### config.mk
export PLATFORM = sky130hd
export DESIGN_NAME = piso_serializer
export DESIGN_NICKNAME = d
export VERILOG_FILES = /design/src/rtl/piso_serializer_pkg.sv /design/src/rtl/piso_serializer.sv
export SDC_FILE = /design/constraint.sdc
export NUM_CORES = 1
export LEC_CHECK = 0
export CORE_AREA = 2 2 39 41
export CTS_CLUSTER_DIAMETER = 100
export CTS_CLUSTER_SIZE = 8
export DETAILED_ROUTE_END_ITERATION = 16
export DIE_AREA = 0 0 41 43
export PLACE_DENSITY = 0.67
export SYNTH_ARGS = -nofsm -noshare
export SYNTH_HDL_FRONTEND = slang
export SYNTH_SLANG_ARGS = --single-unit
### constraint.sdc
create_clock -name clk_i -period 1.1 [get_ports clk_i]
set_input_delay 0.275 -clock clk_i [delete_from_list [all_inputs] [get_ports clk_i]]
set_output_delay 0.275 -clock clk_i [all_outputs]
set_load 0.02 [all_outputs]
### src/rtl/piso_serializer_pkg.sv
// Shared definitions for the parallel-in serial-out serializer:
// FSM state encodings and bit-order selector constants.
package piso_serializer_pkg;

  typedef enum logic {
    ST_IDLE  = 1'b0,
    ST_SHIFT = 1'b1
  } state_e;

  localparam int LSB_FIRST = 0;
  localparam int MSB_FIRST = 1;

endpackage

### src/rtl/piso_serializer.sv
// Parallel-in serial-out serializer with a valid/ready load handshake.
// Reloads on the last bit when a new word is offered, giving gap-free streams.
module piso_serializer
  import piso_serializer_pkg::*;
#(
  parameter int WIDTH     = 4,
  parameter int MSB_FIRST = 0
) (
  input  logic             clk_i,
  input  logic             rst_i,
  input  logic [WIDTH-1:0] data_i,
  input  logic             valid_i,
  output logic             ready_o,
  output logic             data_o,
  output logic             sval_o,
  output logic             last_o,
  output logic             busy_o
);

  localparam int CW = $clog2(WIDTH);
  localparam logic [CW-1:0] CNT_LAST = CW'(WIDTH - 1);
  localparam bit SEND_MSB = (MSB_FIRST == piso_serializer_pkg::MSB_FIRST);

  state_e           state_q, state_d;
  logic [WIDTH-1:0] shift_q, shift_d;
  logic [CW-1:0]    cnt_q, cnt_d;

  logic busy;
  logic last;
  logic ready;
  logic accept;

  always_comb begin
    busy    = (state_q == ST_SHIFT);
    last    = busy & (cnt_q == CNT_LAST);
    ready   = !rst_i & (!busy | last);
    accept  = valid_i & ready;

    busy_o  = busy;
    sval_o  = busy;
    last_o  = last;
    ready_o = ready;
    data_o  = 1'b0;
    if (busy) begin
      data_o = SEND_MSB ? shift_q[WIDTH-1] : shift_q[0];
    end

    state_d = state_q;
    shift_d = shift_q;
    cnt_d   = cnt_q;

    case (state_q)
      ST_IDLE: begin
        if (accept) begin
          shift_d = data_i;
          cnt_d   = '0;
          state_d = ST_SHIFT;
        end
      end
      ST_SHIFT: begin
        if (!last) begin
          shift_d = SEND_MSB ? (shift_q << 1) : (shift_q >> 1);
          cnt_d   = cnt_q + 1'b1;
        end else if (accept) begin
          // Reload on the final bit so the next word follows with no idle cycle.
          shift_d = data_i;
          cnt_d   = '0;
        end else begin
          shift_d = '0;
          cnt_d   = '0;
          state_d = ST_IDLE;
        end
      end
      default: begin
        state_d = ST_IDLE;
        shift_d = '0;
        cnt_d   = '0;
      end
    endcase
  end

  always_ff @(posedge clk_i) begin
    if (rst_i) begin
      state_q <= ST_IDLE;
      shift_q <= '0;
      cnt_q   <= '0;
    end else begin
      state_q <= state_d;
      shift_q <= shift_d;
      cnt_q   <= cnt_d;
    end
  end

endmodule

---- Yosys cells after proc, flatten, opt, wreduce, memory -nomap -nowiden ----
Cells that the tools add are included.
word-level totals
  input port bits ......................... 7
  output and inout port bits .............. 5
  logic and storage cells ................. 24
  bits in registers ....................... 7
operators by class
  reductions and logical operators ........ 2
  add/sub/neg operators ................... 1
  multiplexer cells ....................... 11
  bitwise gates (word level) .............. 5
  eq/ne operators ......................... 2
operators with widths
  cell                                           count
  2-to-1 mux 4 bit                               3
  one-hot mux 4 bit (2 select lines)             1
  2-to-1 mux 2 bit                               2
  one-hot mux 2 bit (2 select lines)             1
  bitwise AND 1 bit                              3
  2-to-1 mux 1 bit                               3
  adder 2 x 1 -> 2 bit (second input constant)   1
  == test 2 bit (second input constant)          1
  zero test 1 bit                                2
  inequality test 2 bit (second input constant)  1
  one-hot mux 1 bit (2 select lines)             1
  inverter 1 bit                                 1
  bitwise OR 1 bit                               1

---- Longest topological paths before layout ----
  depth after elaboration ................. 8
  mapped depth ............................ 4

---- Least setup slack after synthesis ----
Ideal clock, no wire load.
  path kind ............................... flip-flop to output port
  start ................................... register cnt_q[0]
  end ..................................... output port ready_o
  arrival time ............................ 1049 ps
  path slack .............................. -224 ps
  buffers on the path ..................... 0
  required time ........................... 825 ps
  stages on the path, launching flop included .. 4
  cell sequence ........................... dfxtp_1 ha_1 and2b_4 nor2_1
on the way
  longest elaborated chain between the ends .. 4
RTL lines
  item                    line                   RTL
  start, declared         piso_serializer.sv:26  logic [CW-1:0] cnt_q, cnt_d;
  start signal, assigned  piso_serializer.sv:90  cnt_q <= cnt_d;
  == test 2 bit           piso_serializer.sv:35  last = busy & (cnt_q == CNT_LAST);
  bitwise AND 1 bit       piso_serializer.sv:35
  bitwise OR 1 bit        piso_serializer.sv:36  ready = !rst_i & (!busy | last);
  bitwise AND 1 bit       piso_serializer.sv:36
  end, declared           piso_serializer.sv:13  output logic ready_o,
No other way between the ends.

---- Worst setup path after layout ----
Ends and elaborated chain as after synthesis.

==> tab_implementation.tex <==
\begin{tabular}{lr}
\hline
Metric & Value \\
\hline
\multicolumn{2}{l}{\textbf{Floorplanning}} \\
Number of cell rows & 14 \\
Core region area & 1380 µm² \\
Initial Util & 29.6\% \\
Die footprint & 1760 µm² \\
Die Span X & 41 µm \\
Count of pins on the block boundary & 12 \\
Die Y-Extent & 43 µm \\
\multicolumn{2}{l}{\textbf{Power and ir drop}} \\
Net Sw Power & 0.186 mW \\
Internal power component & 0.521 mW \\
Proportion of power drawn by flip-flops and latches & 40.4\% \\
Largest vdd supply drop & 0.834 mV \\
Leak Pwr & 0.288 nW \\
Pwr Density & 1020 nW/µm² \\
Proportion of power drawn by the clock network & 32.9\% \\
Portion of total power attributed to combinational logic & 26.7\% \\
Switching part of the total & 26.3\% \\
\multicolumn{2}{l}{\textbf{Worst setup path}} \\
Data arrival time of the critical path & 1150 ps \\
Crit path buffers/inverters & 1 \\
Peak per-stage delay on the critical path & 330 ps \\
Data required, critical path & 820 ps \\
CP Cell Sequence & ha\_4 -> and2b\_4 -> nor2\_4 -> buf\_6 \\
Cell class contributing the biggest share of worst-path delay & flip-flops \\
Reg2Reg Launch Point & cnt\_q[0] \\
Crit-path max FO & 4 \\
WS Path Type & reg2out \\
Critical Path Start Type & flop \\
CP max-delay cell & sky130\_fd\_sc\_hd\_\_dfxtp\_2 \\
Crit path from & cnt\_q[0] \\
Nature of the critical path endpoint & output port \\
\multicolumn{2}{l}{\textbf{Global routing}} \\
Antenna violations before repair & 0 \\
Global-route usage over all layers & 12.1\% \\
Leftover overflow at the end of global routing & 0 \\
Maximum number of pins on one net before global-route repair & 10 \\
Via count of the first global-routing pass & 359 \\
Global-route wire length before repair & 1390 µm \\
\multicolumn{2}{l}{\textbf{Placement}} \\
Detailed Place HPWL & 656 µm \\
RD Place Congestion & 0.700 \\
Buffers on Ports & 11 \\
Placed cell area & 612 µm² \\
\multicolumn{2}{l}{\textbf{STA}} \\
Total of endpoints with negative setup slack in the final report & 9 \\
Remaining max-slew budget at the tightest pin & 85.7\% \\
Post-route clock period utilization & 130\% \\
Fmax achieved & 700 MHz \\
Fin. Hold Viols & 0 \\
Max Slew Vio Count & 0 \\
Post-Route Skew & 2.60 ps \\
Worst slew pin tran & 213 ps \\
Post-layout min period & 1430 ps \\
Setup repair after global routing missed its margin & yes \\
Post-route worst setup slack & -329 ps \\
Min Hold Slack & 559 ps \\
\multicolumn{2}{l}{\textbf{Routing}} \\
Average vias per placed instance & 4.70 \\
Remaining number of nets flagged by the antenna check after routing & 0 \\
Final WL & 855 µm \\
\# DRC & 0 \\
Routed wirelength normalized by instance count & 10.2 µm \\
Total iterations of the first detailed-routing run & 2 \\
Routed vias & 395 \\
Number of DRC markers after the initial detailed-route iteration & 3 \\
\multicolumn{2}{l}{\textbf{Hold path}} \\
Hold path start & valid\_i \\
Hold/Removal Path Class & in2reg \\
\multicolumn{2}{l}{\textbf{Clock tree}} \\
Register clock-pin slew on the reported worst setup and hold paths & 50 ps \\
Worst-skew pair later-pin latency & 250 ps \\
Htree depth & 1 \\
Sink Count & 7 \\
Cell at the root of the clock tree & sky130\_fd\_sc\_hd\_\_clkbuf\_4 \\
Clock tree from TritonCTS & built \\
Maximum count of clock buffers along a single path & 2 \\
CTS buffer count & 3 \\
\multicolumn{2}{l}{\textbf{Synth}} \\
Syn. warnings & 0 \\
Post-synth top area share & 34.3\% \\
Post-Syn Nets & 50 \\
Post-synthesis sequential area ratio & 34.3\% \\
Cell area after technology mapping & 409 µm² \\
Leading area contributor after synthesis & sky130\_fd\_sc\_hd\_\_dfxtp\_1 \\
Number of distinct library cell variants in the gate-level netlist after synthesis & 18 \\
Mapped Avg Cell Area & 9.74 µm² \\
Cell count after synthesis & 42 \\
Top post-synthesis cells by area & sky130\_fd\_sc\_hd\_\_dfxtp\_1, sky130\_fd\_sc\_hd\_\_a211oi\_2, sky130\_fd\_sc\_hd\_\_buf\_6, sky130\_fd\_sc\_hd\_\_nor2\_1, sky130\_fd\_sc\_hd\_\_a32oi\_1 \\
Post-synthesis sequential element count & 7 \\
\multicolumn{2}{l}{\textbf{Status}} \\
Status & finished with violations \\
Violations in the final reports & setup timing \\
\multicolumn{2}{l}{\textbf{Job}} \\
Number of max-cap violations & 0 \\
\multicolumn{2}{l}{\textbf{Finish}} \\
Number of inserted diodes & 0 \\
Final nets & 77 \\
Final Instance Area & 692 µm² \\
Synth-to-Final Area Change & 69.1\% \\
Count of filler cells inserted in the layout & 138 \\
Fraction of layout cells with a size suffix above 1 & 54.4\% \\
Core utilization of the finished layout & 50.0\% \\
\hline
\end{tabular}
==> worst min-delay path: cells and delay by family <==
kind	cells	cell delay [ps]
buffers and inverters	2	390
AND/OR/NAND/NOR	2	110
==> power groups by stage <==
stage                     combinational, mW  clock, mW  sequential (mW)
final                                 0.189      0.233            0.285
after detailed placement              0.169          0            0.293
after floorplan                      0.0992          0            0.292
after global placement                0.168          0            0.292
after global routing                  0.204      0.258            0.287
after CTS                             0.188      0.245            0.285
==> layout make-up <==
| type | instances | area, µm² | share of cell area [%] |
|---|---|---|---|
| clock buffer | 4 | 26.3 | 3.80 |
| multi-input combinational | 31 | 260 | 37.6 |
| sequential | 7 | 146 | 21.2 |
| tap | 16 | 20.0 | 2.89 |
| timing repair buffer | 26 | 239 | 34.5 |
==> timing repair <==
action | in CTS | in global routing
pin swaps | 0 | 1
endpoints found under the setup margin | 10 | 11
resized for setup | 37 | 2
hold buffers | 0 | 0
setup buffers | 3 | 0
==> placed cells by master (no fill, tap or decap) <==
| master | synthesis | routed |
|---|---|---|
| sky130_fd_sc_hd__buf_4 | 1 | 12 |
| sky130_fd_sc_hd__buf_6 | 3 | 8 |
| sky130_fd_sc_hd__nor2_1 | 7 | 5 |
| sky130_fd_sc_hd__clkdlybuf4s50_1 | 0 | 5 |
| sky130_fd_sc_hd__dfxtp_1 | 7 | 4 |
| sky130_fd_sc_hd__a32oi_1 | 3 | 3 |
| sky130_fd_sc_hd__o21bai_1 | 3 | 3 |
| sky130_fd_sc_hd__nor3_1 | 3 | 3 |
| sky130_fd_sc_hd__a211oi_2 | 3 | 3 |
| sky130_fd_sc_hd__clkbuf_4 | 0 | 3 |
| sky130_fd_sc_hd__and2_4 | 0 | 2 |
| sky130_fd_sc_hd__mux2i_1 | 2 | 2 |
| sky130_fd_sc_hd__dfxtp_2 | 0 | 2 |
| sky130_fd_sc_hd__and2b_4 | 1 | 1 |
| sky130_fd_sc_hd__nor2_4 | 0 | 1 |
| sky130_fd_sc_hd__nor3b_2 | 0 | 1 |
| sky130_fd_sc_hd__a21oi_1 | 1 | 1 |
| sky130_fd_sc_hd__nor2b_4 | 1 | 1 |
| sky130_fd_sc_hd__nand2b_1 | 1 | 1 |
| sky130_fd_sc_hd__nor2_2 | 0 | 1 |
| sky130_fd_sc_hd__nand3_1 | 1 | 1 |
| sky130_fd_sc_hd__o21a_1 | 1 | 1 |
| sky130_fd_sc_hd__ha_4 | 0 | 1 |
| sky130_fd_sc_hd__dfxtp_4 | 0 | 1 |
| sky130_fd_sc_hd__clkbuf_1 | 0 | 1 |
| sky130_fd_sc_hd__dlygate4sd2_1 | 0 | 1 |
==> metal layers <==
layer / GRT usage, % / up-vias / routed length, µm
met5: 0 / - / 0
met4: 2.00 / 0 / 0
met3: 7.85 / 0 / 62
met2: 18.4 / 11 / 406
met1: 14.0 / 180 / 386
li1: - / 204 / -
==> cells by family after synthesis <==
kind of cell / share of synthesized area [%]
compound gates: 24.2
fa+ha+maj: 3.06
buf+inv: 10.1
flops: 34.2
mux: 4.89
simple gates: 23.5
==> synthesized netlist by cell type <==
cell type,count
sky130_fd_sc_hd__o21a_1,1
sky130_fd_sc_hd__and2_1,2
sky130_fd_sc_hd__buf_4,1
sky130_fd_sc_hd__nand2b_1,1
sky130_fd_sc_hd__nor2b_4,1
sky130_fd_sc_hd__o21bai_1,3
sky130_fd_sc_hd__a32oi_1,3
sky130_fd_sc_hd__nand3_1,1
sky130_fd_sc_hd__nor3_1,3
sky130_fd_sc_hd__a21oi_1,1
sky130_fd_sc_hd__dfxtp_1,7
sky130_fd_sc_hd__buf_6,3
sky130_fd_sc_hd__nor2_1,7
sky130_fd_sc_hd__a211oi_2,3
sky130_fd_sc_hd__and2b_4,1
sky130_fd_sc_hd__ha_1,1
sky130_fd_sc_hd__nor3b_1,1
sky130_fd_sc_hd__mux2i_1,2
==> worst paths after layout <==
path | cells after the start | slack, ps | to
min | 4 | 560 | busy_o
max | 4 | -330 | ready_o
min reg2reg | 2 | 590 | shift_q[2]
max reg2reg | 5 | -150 | shift_q[0]
==> stage by stage <==
stage	total power, mW	cells	setup slack, ps	TNS, ps
floorplan	0.392	42	-3.27	-3.27
global placement	0.459	77	-617	-3840
detailed placement	0.462	77	-612	-3910
CTS	0.718	84	-345	-1440
global route	0.750	84	-379	-1850
finish	0.706	84	-329	-1340
==> state kept, by name (all words and copies together) (netlist names) <==
register	cells
shift_q	4
busy_o	1
cnt_q	2
Note: power is estimated with default switching activity, not from simulation.
